<file path="src/rtl/riscv_pkg.sv">
// Shared RISC-V decode constants and fetch-stage state encoding.
// Build option FETCH_ILLEGAL_HALT_EN adds the StHalt fetch state.
package riscv_pkg;

  // Major opcodes (inst[6:0]) understood by the execute datapath.
  localparam logic [6:0] OP_LOAD   = 7'b0000011;
  localparam logic [6:0] OP_IMM    = 7'b0010011;
  localparam logic [6:0] OP_STORE  = 7'b0100011;
  localparam logic [6:0] OP_BRANCH = 7'b1100011;
  localparam logic [6:0] OP_RTYPE  = 7'b0110011;

  // addi x0,x0,0
  localparam logic [31:0] NOP = 32'h00000013;

`ifdef FETCH_ILLEGAL_HALT_EN
  typedef enum logic [1:0] {StIdle, StReq, StHold, StHalt} fetch_state_e;
`else
  typedef enum logic [1:0] {StIdle, StReq, StHold} fetch_state_e;
`endif

  // Sign-extend a 12-bit immediate field to 64 bits.
  function automatic logic [63:0] sext12(input logic [11:0] v);
    return {{52{v[11]}}, v};
  endfunction

  // True for the opcodes the execute datapath implements.
  function automatic logic is_legal_opcode(input logic [6:0] op);
    return op inside {OP_LOAD, OP_IMM, OP_STORE, OP_BRANCH, OP_RTYPE};
  endfunction

endpackage

</file>
<file path="src/rtl/imm_gen.sv">
// Immediate generator: decodes the sign-extended immediate and opcode legality
// from a 32-bit instruction. Purely combinational.
module imm_gen
  import riscv_pkg::*;
(
  input  logic [31:0] inst,
  output logic [63:0] imm,
  output logic        opcode_legal
);

  // rs1/funct3 field carries no immediate bits in any supported format
  logic unused_mid_fields;
  assign unused_mid_fields = ^inst[19:12];

  // Select the immediate layout by opcode; R-type and unknown opcodes yield 0.
  always_comb begin
    imm = '0;
    case (inst[6:0])
      OP_LOAD, OP_IMM: imm = sext12(inst[31:20]);
      OP_STORE:        imm = sext12({inst[31:25], inst[11:7]});
      // Branch offset kept in half-words; the fetch unit shifts it left by one.
      OP_BRANCH:       imm = sext12({inst[31], inst[7], inst[30:25], inst[11:8]});
      default:         imm = '0;
    endcase
  end

  assign opcode_legal = is_legal_opcode(inst[6:0]);

endmodule

</file>
<file path="src/rtl/fetch_unit.sv">
// Instruction fetch stage: owns the PC, fetches over an imem req/ack handshake,
// holds one instruction for the execute datapath and computes the next PC.
// Build option FETCH_ILLEGAL_HALT_EN: an unsupported opcode halts fetch and
// raises `illegal` until reset; otherwise `illegal` is tied low.
module fetch_unit
  import riscv_pkg::*;
#(
  parameter logic [63:0] RESET_PC = 64'h0,
  parameter logic [31:0] NOP_INST = NOP
) (
  input  logic        clk,
  input  logic        reset,
  output logic        imem_req,
  output logic [63:0] imem_addr,
  input  logic        imem_ack,
  input  logic [31:0] imem_rdata,
  output logic [31:0] inst,
  output logic [63:0] imm,
  output logic [63:0] pc,
  output logic        inst_valid,
  input  logic        exec_done,
  input  logic        branch,
  input  logic        zero,
  output logic        illegal
);

  fetch_state_e state_q;
  logic [63:0]  pc_q;
  logic [31:0]  inst_q;
  logic         valid_q;
  logic         req_q;
  logic [63:0]  next_pc;
  logic         inst_legal;

  imm_gen u_imm_gen (
    .inst         (inst_q),
    .imm          (imm),
    .opcode_legal (inst_legal)
  );

  // Legality of the held word is only of interest to the execute side.
  logic unused_inst_legal;
  assign unused_inst_legal = inst_legal;

  // Taken branch adds the half-word offset; wrap past 2^64 is intentional.
  always_comb begin
    next_pc = pc_q + 64'd4;
    if (branch && zero) begin
      next_pc = pc_q + (imm << 1);
    end
  end

`ifdef FETCH_ILLEGAL_HALT_EN
  logic illegal_q;
  assign illegal = illegal_q;
`else
  assign illegal = 1'b0;
`endif

  // Fetch sequencer: state, PC, held instruction and registered handshake outputs.
  always_ff @(posedge clk) begin
    if (reset) begin
      state_q <= StIdle;
      pc_q    <= RESET_PC;
      inst_q  <= NOP_INST;
      valid_q <= 1'b0;
      req_q   <= 1'b0;
`ifdef FETCH_ILLEGAL_HALT_EN
      illegal_q <= 1'b0;
`endif
    end else begin
      case (state_q)
        StIdle: begin
          state_q <= StReq;
          req_q   <= 1'b1;
        end
        StReq: begin
          // req and addr stay put until memory answers; no timeout
          if (imem_ack) begin
            req_q  <= 1'b0;
            inst_q <= imem_rdata;
`ifdef FETCH_ILLEGAL_HALT_EN
            if (!is_legal_opcode(imem_rdata[6:0])) begin
              illegal_q <= 1'b1;
              state_q   <= StHalt;
            end else begin
              valid_q <= 1'b1;
              state_q <= StHold;
            end
`else
            valid_q <= 1'b1;
            state_q <= StHold;
`endif
          end
        end
        StHold: begin
          if (exec_done) begin
            valid_q <= 1'b0;
            inst_q  <= NOP_INST;
            pc_q    <= next_pc;
            req_q   <= 1'b1;
            state_q <= StReq;
          end
        end
`ifdef FETCH_ILLEGAL_HALT_EN
        // Sticky until reset; exec_done is ignored here.
        StHalt: state_q <= StHalt;
`endif
        default: state_q <= StIdle;
      endcase
    end
  end

  assign imem_req   = req_q;
  assign imem_addr  = pc_q;
  assign pc         = pc_q;
  assign inst       = inst_q;
  assign inst_valid = valid_q;

endmodule
</file>
<file path="config.mk">
export PLATFORM = sky130hd
export DESIGN_NAME = fetch_unit
export DESIGN_NICKNAME = d
export VERILOG_FILES = /design/src/rtl/riscv_pkg.sv /design/src/rtl/imm_gen.sv /design/src/rtl/fetch_unit.sv
export SDC_FILE = /design/constraint.sdc
export NUM_CORES = 1
export LEC_CHECK = 0
export CAP_MARGIN = 20
export CORE_MARGIN = 10
export CORE_UTILIZATION = 55
export CTS_BUF_LIST = sky130_fd_sc_hd__clkbuf_8
export DETAILED_ROUTE_END_ITERATION = 8
export PLACE_DENSITY = 0.89
export SLEW_MARGIN = 40
export SYNTH_ARGS = -nofsm -noshare
export SYNTH_HDL_FRONTEND = slang
export SYNTH_SLANG_ARGS = --single-unit
</file>
<file path="constraint.sdc">
create_clock -name clk -period 12.6 [get_ports clk]
set_input_delay 1.89 -clock clk [delete_from_list [all_inputs] [get_ports clk]]
set_output_delay 1.89 -clock clk [all_outputs]
set_load 0.01 [all_outputs]
</file>
## After elaboration in Yosys (flattened, before gate mapping)

Index checks and enable logic that the tools add are counted.

- Memories: 0
- Input port bits: 38
- Output and inout port bits: 227
- Memory bits (writable): 0
- Bits in registers: 100
- ROM bits: 0
- Bits in latches: 0

- Add/subtract/negate cells: 2
- Bitwise gates (word level): 0
- Div/mod/pow operators: 0
- Equality and inequality tests: 8
- $mul: 0
- Order comparisons: 0
- Multiplexer cells: 14
- Reductions and logical operators: 9
- Shifts and indexed selects: 0

Operators by type and width:

| kind | count |
|---|---|
| one-hot mux 64 bit (3 select lines) | 1 |
| adder 64 x 3 -> 64 bit, second input constant | 1 |
| adder 64 bit | 1 |
| 2-to-1 mux 32 bit | 2 |
| 2-to-1 mux 64 bit | 1 |
| one-hot mux 32 bit (2 select lines) | 1 |
| == test 7 x 2 -> 1 bit, second input constant | 1 |
| == test 7 x 5 -> 1 bit, second input constant | 1 |
| == test 7 x 6 -> 1 bit, second input constant | 1 |
| == test 7 bit, second input constant | 1 |
| one-hot mux 2 bit (3 select lines) | 1 |
| AND reduction 3 bit | 2 |
| 2-to-1 mux 1 bit | 4 |
| 2-to-1 mux 2 bit | 2 |
| != test 2 bit, second input constant | 2 |
| AND reduction 2 bit | 2 |
| one-hot mux 1 bit (3 select lines) | 1 |
| nonzero test 3 bit | 1 |
| == test 2 x 1 -> 1 bit, second input constant | 1 |
| == test 2 bit, second input constant | 1 |
| zero test 2 bit | 1 |
| one-hot mux 1 bit (2 select lines) | 1 |
| nonzero test 2 bit | 1 |
| OR reduction 2 bit | 1 |
| logical AND 1 bit | 1 |

## Longest topological paths before layout

Gate-level depths: netlist of the first run.

- Depth in word-level cells: 5
- Mapped depth: 18
- Gate-level depth less buffers: 17

## Modules after synthesis

Synthesis of the first run repeated with hierarchy kept, for this count alone.

- Cell total of the unflattened synthesis: 1392
- Area, all modules: 9853.2 µm²

By module, submodules not included:

| module | instances | area an instance (µm²) | cells each |
|---|---|---|---|
| fetch_unit | 1 | 9167.5 | 1299 |
| imm_gen | 1 | 685.7 | 93 |

## Least setup slack after synthesis of the first run

Ideal clock, no wire load.

- Path kind: register -> register
- Start point: reg inst_q[6], in the netlist inst[6]
- End point: reg pc_q[47], in the netlist imem_addr[47]
- Path buffers: 2
- Stages on the path, launching flop included: 16
- Data arrival time: 5.636 ns
- Path slack: 6.860 ns
- Period minus slack after synthesis: 5.740 ns
- Required time: 12.497 ns
- Setup time: 0.103 ns
- Cells stage by stage: dfxtp_1 clkbuf_1 nor3_1 o21a_1 ha_1 buf_2 a221o_1 a31oi_1 o211ai_1 a31oi_1 o31ai_4 a31oi_1 o31a_1 xnor2_1 nor2_1 a2111oi_2

- Longest elaborated chain between the ends: 5

Ends and longest elaborated chain:

| element | RTL line | RTL |
|---|---|---|
| start, declared | fetch_unit.sv:29 | `logic [31:0] inst_q;` |
| start signal, assigned | fetch_unit.sv:81 | `inst_q <= imem_rdata;` |
| == test 7 x 5 -> 1 bit / == test 7 x 2 -> 1 bit (equally long branches) | -- |  |
| OR reduction 2 bit | imm_gen.sv:18 | `case (inst[6:0])` |
| one-hot mux 64 bit (3 select lines) * | imm_gen.sv:18 |  |
| named net imm[11] | fetch_unit.sv:18 | `output logic [63:0] imm,` |
| adder 64 bit * | fetch_unit.sv:49 | `next_pc = pc_q + (imm << 1);` |
| 2-to-1 mux 64 bit * | fetch_unit.sv:48 | `if (branch && zero) begin` |
| end signal, assigned | fetch_unit.sv:100 | `pc_q <= next_pc;` |
| end, declared | fetch_unit.sv:28 | `logic [63:0] pc_q;` |

The timed path passes the listed nets; every way through them passes the cells marked *.
A chain may end at the register's enable or synchronous reset.

## Worst setup path in the final report of the first run

- Start point: reg inst_q[2], in the netlist inst[2]
- End point: out imm[32]

- Longest elaborated chain between the ends: 3

Ends and longest elaborated chain:

| element | RTL line |
|---|---|
| == test 7 x 5 -> 1 bit / == test 7 x 2 -> 1 bit (equally long branches) | -- |
| OR reduction 2 bit | imm_gen.sv:18 |
| one-hot mux 64 bit (3 select lines) * | imm_gen.sv:18 |
| end, declared | fetch_unit.sv:18 |

Mark *: on every way between the ends. The rest lies on a longest branch, timed or not.

==> results of run 1 <==
-- stage by stage --
step | total power [mW] | cell area [um^2] | cells | setup WS [ns]
after floorplan | 0.428 | 9980 | 1422 | 6.86
after global placement | 0.479 | 11700 | 1720 | 7.81
after detailed placement | 0.482 | 11700 | 1720 | 7.73
after CTS | 0.702 | 11900 | 1736 | 7.29
after global routing | 0.725 | 12000 | 1736 | 7.09
final | 0.704 | 12000 | 1736 | 7.29
-- power groups by stage --
stage          clock network, mW  registers, mW  logic [mW]
6_report                   0.227          0.329       0.148
2_1_floorplan                  0          0.336      0.0920
3_5_place_dp                   0          0.336       0.146
4_1_cts                    0.227          0.329       0.147
5_1_grt                    0.235          0.330       0.160
3_3_place_gp                   0          0.335       0.144
-- routing by layer --
metal	part of all wire [%]	GRT usage (%)	vias up	routed length, um
met1	39	33.1	5135	13600
li1	-	-	5212	-
met5	0	0	-	0
met4	2.1	7.83	0	721
met2	45	42.7	711	15400
met3	14	9.93	75	4840
-- final timing paths --
| path | slack (ns) | depth (start not counted) | to |
|---|---|---|---|
| setup / recovery | 7.29 | 6 | imm[32] |
| hold / removal | 0.51 | 2 | imem_req$_SDFFE_PP0P_ |
| setup reg to reg | 7.66 | 14 | imem_addr[61]$_SDFFE_PP0P_ |
| hold reg to reg | 0.51 | 2 | imem_req$_SDFFE_PP0P_ |
-- placed cells by master, fill, tap and decap left out, types with 5 or more instances in the layout --
master                            count
sky130_fd_sc_hd__nand4_1             40
sky130_fd_sc_hd__o211ai_1             5
sky130_fd_sc_hd__nand2b_1             7
sky130_fd_sc_hd__or2_2                7
sky130_fd_sc_hd__a311oi_1             6
sky130_fd_sc_hd__nor2_1             141
sky130_fd_sc_hd__nor4_1              12
sky130_fd_sc_hd__a21oi_1            159
sky130_fd_sc_hd__a21o_1              24
sky130_fd_sc_hd__clkbuf_8             9
sky130_fd_sc_hd__o22ai_1             13
sky130_fd_sc_hd__or3_1               12
sky130_fd_sc_hd__xor2_1              23
sky130_fd_sc_hd__a22o_1               6
sky130_fd_sc_hd__and2_1               7
sky130_fd_sc_hd__o21bai_1            18
sky130_fd_sc_hd__a22oi_1             35
sky130_fd_sc_hd__nand3_1             45
sky130_fd_sc_hd__and3_1              14
sky130_fd_sc_hd__dfxtp_1             99
sky130_fd_sc_hd__o21ai_0            104
sky130_fd_sc_hd__ha_1                63
sky130_fd_sc_hd__a21oi_2              5
sky130_fd_sc_hd__a211oi_1            15
sky130_fd_sc_hd__clkdlybuf4s50_1    260
sky130_fd_sc_hd__mux2i_1              8
sky130_fd_sc_hd__nand2_1            130
sky130_fd_sc_hd__a221oi_1             6
sky130_fd_sc_hd__o21a_1              10
sky130_fd_sc_hd__nor3_1              41
sky130_fd_sc_hd__xnor2_1             30
sky130_fd_sc_hd__inv_1               32
sky130_fd_sc_hd__a31oi_1             21
sky130_fd_sc_hd__o31ai_1              5
sky130_fd_sc_hd__buf_4               11
-- area by class of cell --
class / count / area, um^2 / share of cell area, %
Sequential cell: 99 / 1980 / 16.6
Multi-Input combinational cell: 1089 / 6680 / 55.9
Clock buffer: 9 / 124 / 1.04
Inverter: 32 / 120 / 1.00
Timing Repair Buffer: 271 / 2690 / 22.5
Tap cell: 229 / 287 / 2.40
Clock inverter: 7 / 78.8 / 0.659
-- cell families after synthesis --
logic type / Yosys count / share of synthesized area (%)
and+or+nand+nor: 486 / 22.9
other: 1 / 0.0376
xor gates and xnor gates: 53 / 4.65
buffers and inverters: 234 / 13.6
AOI/OAI and AO/OA: 474 / 29.9
adders and majority gates: 64 / 8.10
muxes: 9 / 0.916
DFF: 99 / 19.9
-- sequential cells by signal, indices dropped and copies added, names as in the netlist --
name	count
imem_addr	63
inst	32
state_q	2
imem_req	1
inst_valid	1
-- critical path: stages, from the launching register on --
cell                              delay [ns]
sky130_fd_sc_hd__dfxtp_1                0.34
sky130_fd_sc_hd__nor2_1                 0.11
sky130_fd_sc_hd__nand3_1                0.17
sky130_fd_sc_hd__nor3_1                 0.54
sky130_fd_sc_hd__o21a_4                 0.68
sky130_fd_sc_hd__buf_4                  0.52
sky130_fd_sc_hd__clkdlybuf4s50_1        0.63
==> summary.txt, run 1 <==
run status -> completed
fin crit period -> 5.31 ns
power density relative to cell area -> 58.9 nW/um^2
Least-Margin Pin Slew -> 0.845 ns
count of max-cap constraint violations -> 0
final HPWL from detailed placement -> 25,600 um
switching power share of the total -> 33.9%
count of cell types in the netlist -> 76
number of instances in the synthesized netlist -> 1,420
crit start category -> register
maximum number of buffers from clock root to sink -> 2
final core occ -> 66.8%
CP endpoint kind -> output port
global placer's final weighted congestion -> 1.02
Post-CTS Repair Setup Buffers -> 0
chip width -> 155 um
required time at the worst-slack endpoint -> 10.71 ns
aggregate routed wire length -> 34,600 um
placeable core area -> 17,900 um^2
cell taking the most area after synthesis -> sky130_fd_sc_hd__dfxtp_1
Post-Route Skew -> 0.0206 ns
area delta synth->final -> 19.8%
DRC errors left -> 0
ratio of routed vias to standard cells -> 6.41
cell with the most instances after synthesis -> sky130_fd_sc_hd__a21oi_1
switching power summed over all nets -> 238 uW
number of filler cells placed in the layout -> 1,504
final-layout worst hold slack -> 0.508 ns
Hold Violations, Final -> 0
clock transition at the register clock pins on the worst setup and hold paths after CTS -> 0.11 ns
wire length of the first global-routing pass -> 54,300 um
initial standard-cell utilization of the core -> 55.7%
hold path start -> imem_req$_SDFFE_PP0P_
number of warnings issued by yosys -> 0
DIE AREA -> 23,900 um^2
worst-path fanout max -> 70
cell internal power dissipation -> 466 uW
number of pins with negative max-slew slack in the final report -> 0
overall global routing resource usage -> 26.9%
final setup violating endpoints -> 0
number of I/O pins -> 265
maximum operating frequency -> 188 MHz
count of flip-flops with a built-in enable after synthesis -> 0
leading register cell type out of synthesis -> sky130_fd_sc_hd__dfxtp_1
overall via count from detail_route -> 11,100
share of cells above drive strength 1 -> 4.31%
IR drop worst, VDD -> 0.0598 mV
average footprint of a synthesized cell -> 7.03 um^2
final routed wire length divided by cell count -> 19.9 um
Post-Synthesis Cell Area -> 9980 um^2
leftover overflow at the end of global routing -> 0
die outline height -> 155 um
DR iter-0 viols -> 1,221
relative contribution of sequential cells to total power -> 46.7%
CTS hold repair buffers -> 0
total of flip-flops plus latches after synthesis -> 99
sequential fraction of the synthesis area -> 19.9%
period utilisation layout -> 42.2%
Yosys top cell area share -> 19.9%
count of TritonRoute iterations in the first routing pass -> 6
combinational power share -> 21.1%
count of port buffers added during placement -> 261
part of the total power dissipated in the clock network -> 32.2%
RSZ-0062 raised after global routing -> false
synth top area cells -> sky130_fd_sc_hd__dfxtp_1, sky130_fd_sc_hd__buf_4, sky130_fd_sc_hd__a21oi_1, sky130_fd_sc_hd__ha_1, sky130_fd_sc_hd__nor2_1
number of clock sinks -> 99
relative slew slack -> 43.5%
initial antenna violation count -> 0
launch point of the critical path -> inst[2]$_SDFFE_PP0P_
Num CTS Buffers -> 9
final total negative setup slack -> 0 ns
reg-to-reg critical path startpoint -> inst[2]$_SDFFE_PP0P_
vias in the first global route -> 10,400
leading post-synthesis cells by instance count -> sky130_fd_sc_hd__a21oi_1, sky130_fd_sc_hd__nor2_1, sky130_fd_sc_hd__nand2_1
# diodes -> 0
CTS tree -> built
number of H-tree levels -> 3
later-pin clock latency in the skew report -> 0.41 ns
leakage component of the power -> 4.30 nW
root buffer cell -> sky130_fd_sc_hd__clkbuf_8
layout net count -> 1,604
Setup CP Type -> reg -> out
maximum number of pins on one net before global-route repair -> 76
Arrival @ worst endpoint -> 3.42 ns
number of nets still failing antenna checks after routing -> 0
# rows -> 49
post-CTS resize count -> 0
fraction of registers with async set or reset after synthesis -> 0%
class of the tightest hold or removal check -> reg -> reg
Note: power is estimated with default switching activity, not from simulation.
==> run 2, diff against run 1 <==
Settings changed: CORE_UTILIZATION 55 to 51, PLACE_DENSITY 0.89 to 0.83.
Clock period 12.6 ns to 4.9 ns, I/O delays scaled along.
==> summary.txt, run 2 (synthesis results as in run 1) <==
run status -> completed (unchanged)
placeable core area -> 19,300 um^2 (was 17,900 um^2)
count of port buffers added during placement -> 261 (unchanged)
number of flip-flops in the largest register -> 63 (unchanged)
commonest non-fill, non-tap cells in the layout -> sky130_fd_sc_hd__clkdlybuf4s50_1, sky130_fd_sc_hd__a21oi_1, sky130_fd_sc_hd__nor2_1, sky130_fd_sc_hd__nand2_1, sky130_fd_sc_hd__o21ai_0 (unchanged)
overall via count from detail_route -> 11,000 (was 11,100)
wire length of the first global-routing pass -> 54,500 um (was 54,300 um)
clock transition at the register clock pins on the worst setup and hold paths after CTS -> 0.12 ns (was 0.11 ns)
worst-path fanout max -> 21 (was 70)
root buffer cell -> sky130_fd_sc_hd__clkbuf_8 (unchanged)
# rows -> 51 (was 49)
final setup violating endpoints -> 0 (unchanged)
Post-CTS Repair Setup Buffers -> 0 (unchanged)
number of H-tree levels -> 3 (unchanged)
DIE AREA -> 25,600 um^2 (was 23,900 um^2)
number of filler cells placed in the layout -> 1,758 (was 1,504)
hold path start -> inst_valid$_SDFFE_PP0P_ (was imem_req$_SDFFE_PP0P_)
aggregate routed wire length -> 34,200 um (was 34,600 um)
initial antenna violation count -> 0 (unchanged)
final HPWL from detailed placement -> 26,000 um (was 25,600 um)
leftover overflow at the end of global routing -> 0 (unchanged)
relative slew slack -> 39.7% (was 43.5%)
Arrival @ worst endpoint -> 4.76 ns (was 3.42 ns)
later-pin clock latency in the skew report -> 0.41 ns (about the same)
most common cell after layout, fill and taps aside -> sky130_fd_sc_hd__clkdlybuf4s50_1 (unchanged)
vias in the first global route -> 10,200 (was 10,400)
die outline height -> 160 um (was 155 um)
Least-Margin Pin Slew -> 0.901 ns (was 0.845 ns)
critical path, cell by cell -> nor2_1 -> nand3_1 -> nor3_1 -> o21a_4 -> ha_1 -> a221o_1 -> a31oi_1 -> o211ai_1 -> a31oi_1 -> o31ai_4 -> a31oi_1 -> o31a_1 -> xnor2_1 -> nor2_1 -> a2111oi_2 (was nor2_1 -> nand3_1 -> nor3_1 -> o21a_4 -> buf_4 -> clkdlybuf4s50_1)
reg-to-reg critical path startpoint -> inst[2]$_SDFFE_PP0P_ (unchanged)
layout net count -> 1,606 (was 1,604)
PnR worst setup slack -> 0.450 ns (was 7.29 ns)
Setup CP Type -> reg -> reg (was reg -> out)
most used cell along the critical path -> sky130_fd_sc_hd__a31oi_1
Post-Route Skew -> 0.0115 ns (was 0.0206 ns)
total design power -> 1.81 mW (was 704 uW)
capturing instance or port of the critical path -> imem_addr[47]$_SDFFE_PP0P_ (was imm[32])
maximum operating frequency -> 225 MHz
DR iter-0 viols -> 1,094 (was 1,221)
ratio of routed vias to standard cells -> 6.17 (was 6.41)
chip width -> 160 um (was 155 um)
RSZ-0062 raised after global routing -> false (unchanged)
power density relative to cell area -> 151 nW/um^2 (was 58.9 nW/um^2)
area delta synth->final -> 20.3% (was 19.8%)
period utilisation layout -> 90.8%
# diodes -> 0 (unchanged)
post-CTS resize count -> 0 (unchanged)
Worst R2R End -> imem_addr[47]$_SDFFE_PP0P_ (was imem_addr[61]$_SDFFE_PP0P_)
number of I/O pins -> 265 (unchanged)
CTS hold repair buffers -> 0 (unchanged)
final-layout worst hold slack -> 0.510 ns (was 0.508 ns)
worst-case register-to-register setup slack -> 0.45 ns (was 7.66 ns)
fin crit period -> 4.45 ns
Hold Violations, Final -> 0 (unchanged)
final routed wire length divided by cell count -> 19.3 um (was 19.9 um)
depth of the worst register-to-register path -> 15 (was 14)
maximum number of pins on one net before global-route repair -> 75 (was 76)
crit start category -> register (unchanged)
share of cells above drive strength 1 -> 4.37% (was 4.31%)
leakage component of the power -> 4.30 nW (about the same)
required time at the worst-slack endpoint -> 5.21 ns (was 10.71 ns)
initial standard-cell utilization of the core -> 51.6% (was 55.7%)
count of max-cap constraint violations -> 0 (unchanged)
IR drop worst, VDD -> 0.137 mV (was 0.0598 mV)
class of the tightest hold or removal check -> reg -> reg (unchanged)
final core occ -> 62.1% (was 66.8%)
final total negative setup slack -> 0 ns (unchanged)
number of nets still failing antenna checks after routing -> 0 (unchanged)
global placer's final weighted congestion -> 1.01 (was 1.02)
worst-case setup slack after placement -> 0.549 ns (was 7.73 ns)
number of pins with negative max-slew slack in the final report -> 0 (unchanged)
Num CTS Buffers -> 9 (unchanged)
number of clock sinks -> 99 (unchanged)
maximum number of buffers from clock root to sink -> 2 (unchanged)
Max stage delay on crit path -> 0.57 ns (was 0.68 ns)
CTS tree -> built (unchanged)
launch point of the critical path -> inst[2]$_SDFFE_PP0P_ (unchanged)
overall global routing resource usage -> 25.2% (was 26.9%)
CP endpoint kind -> register (was output port)
count of TritonRoute iterations in the first routing pass -> 6 (unchanged)
DRC errors left -> 0 (unchanged)
critical-path cell with the highest stage delay -> sky130_fd_sc_hd__nor3_1 (was sky130_fd_sc_hd__o21a_4)
[run 2: cell count changes in the layout (fill, tap and decap cells not counted), sizes merged]
cell    previous run  this run
inv               37        38
buf               11        13
clkinv             2         1
[run 2: worst max-delay path, delay by kind of cell (launching register included)]
kind / cells / cell delay, ns
compound gates: 9 / 2.60
xor+xnor: 1 / 0.13
fa+ha+maj: 1 / 0.39
flops: 1 / 0.34
simple gates: 4 / 0.90
[run 2: worst min-delay path by stage]
stage	endpoint	slack, ns	cells after the start
floorplan	imem_addr[1]$_SDFFE_PP0P_	0.51	2
global placement	inst_valid$_SDFFE_PP0P_	0.47	2
detailed placement	inst[16]$_SDFFE_PP0P_	0.49	2
CTS	inst[18]$_SDFFE_PP0P_	0.52	2
global route	imem_req$_SDFFE_PP0P_	0.54	2
finish	inst_valid$_SDFFE_PP0P_	0.51	2
[run 2: cell type report]
type,count,area (um^2),share of cell area [%]
repair buffers,273,2700,22.5
clock buffers,9,124,1.03
inverters,32,120,1.00
well taps,265,332,2.76
flip-flops and latches,99,1980,16.5
multi-input cells,1089,6670,55.6
clock inverters,7,76.3,0.636
[run 2: report_power, final]
part / internal (mW) / leakage, nW / switching (mW)
sequential: 0.823 / 0.802 / 0.0216
combinational: 0.168 / 3.40 / 0.210
clock: 0.206 / 0.103 / 0.381
total: 1.20 / 4.30 / 0.612
[run 2: layer usage]
| metal | track usage [%] | up-vias | wire length, um |
|---|---|---|---|
| met4 | 6.47 | 0 | 629 |
| met1 | 31.5 | 5102 | 14300 |
| met3 | 8.56 | 56 | 4000 |
| met5 | 0 | - | 0 |
| li1 | - | 5219 | - |
| met2 | 40.5 | 576 | 15200 |
[run 2: through the flow]
stage / cell area (um^2) / instances
6_report: 12000 / 1774
3_3_place_gp: 11800 / 1758
3_5_place_dp: 11800 / 1758
4_1_cts: 12000 / 1774
5_1_grt: 12000 / 1774
2_1_floorplan: 9980 / 1422
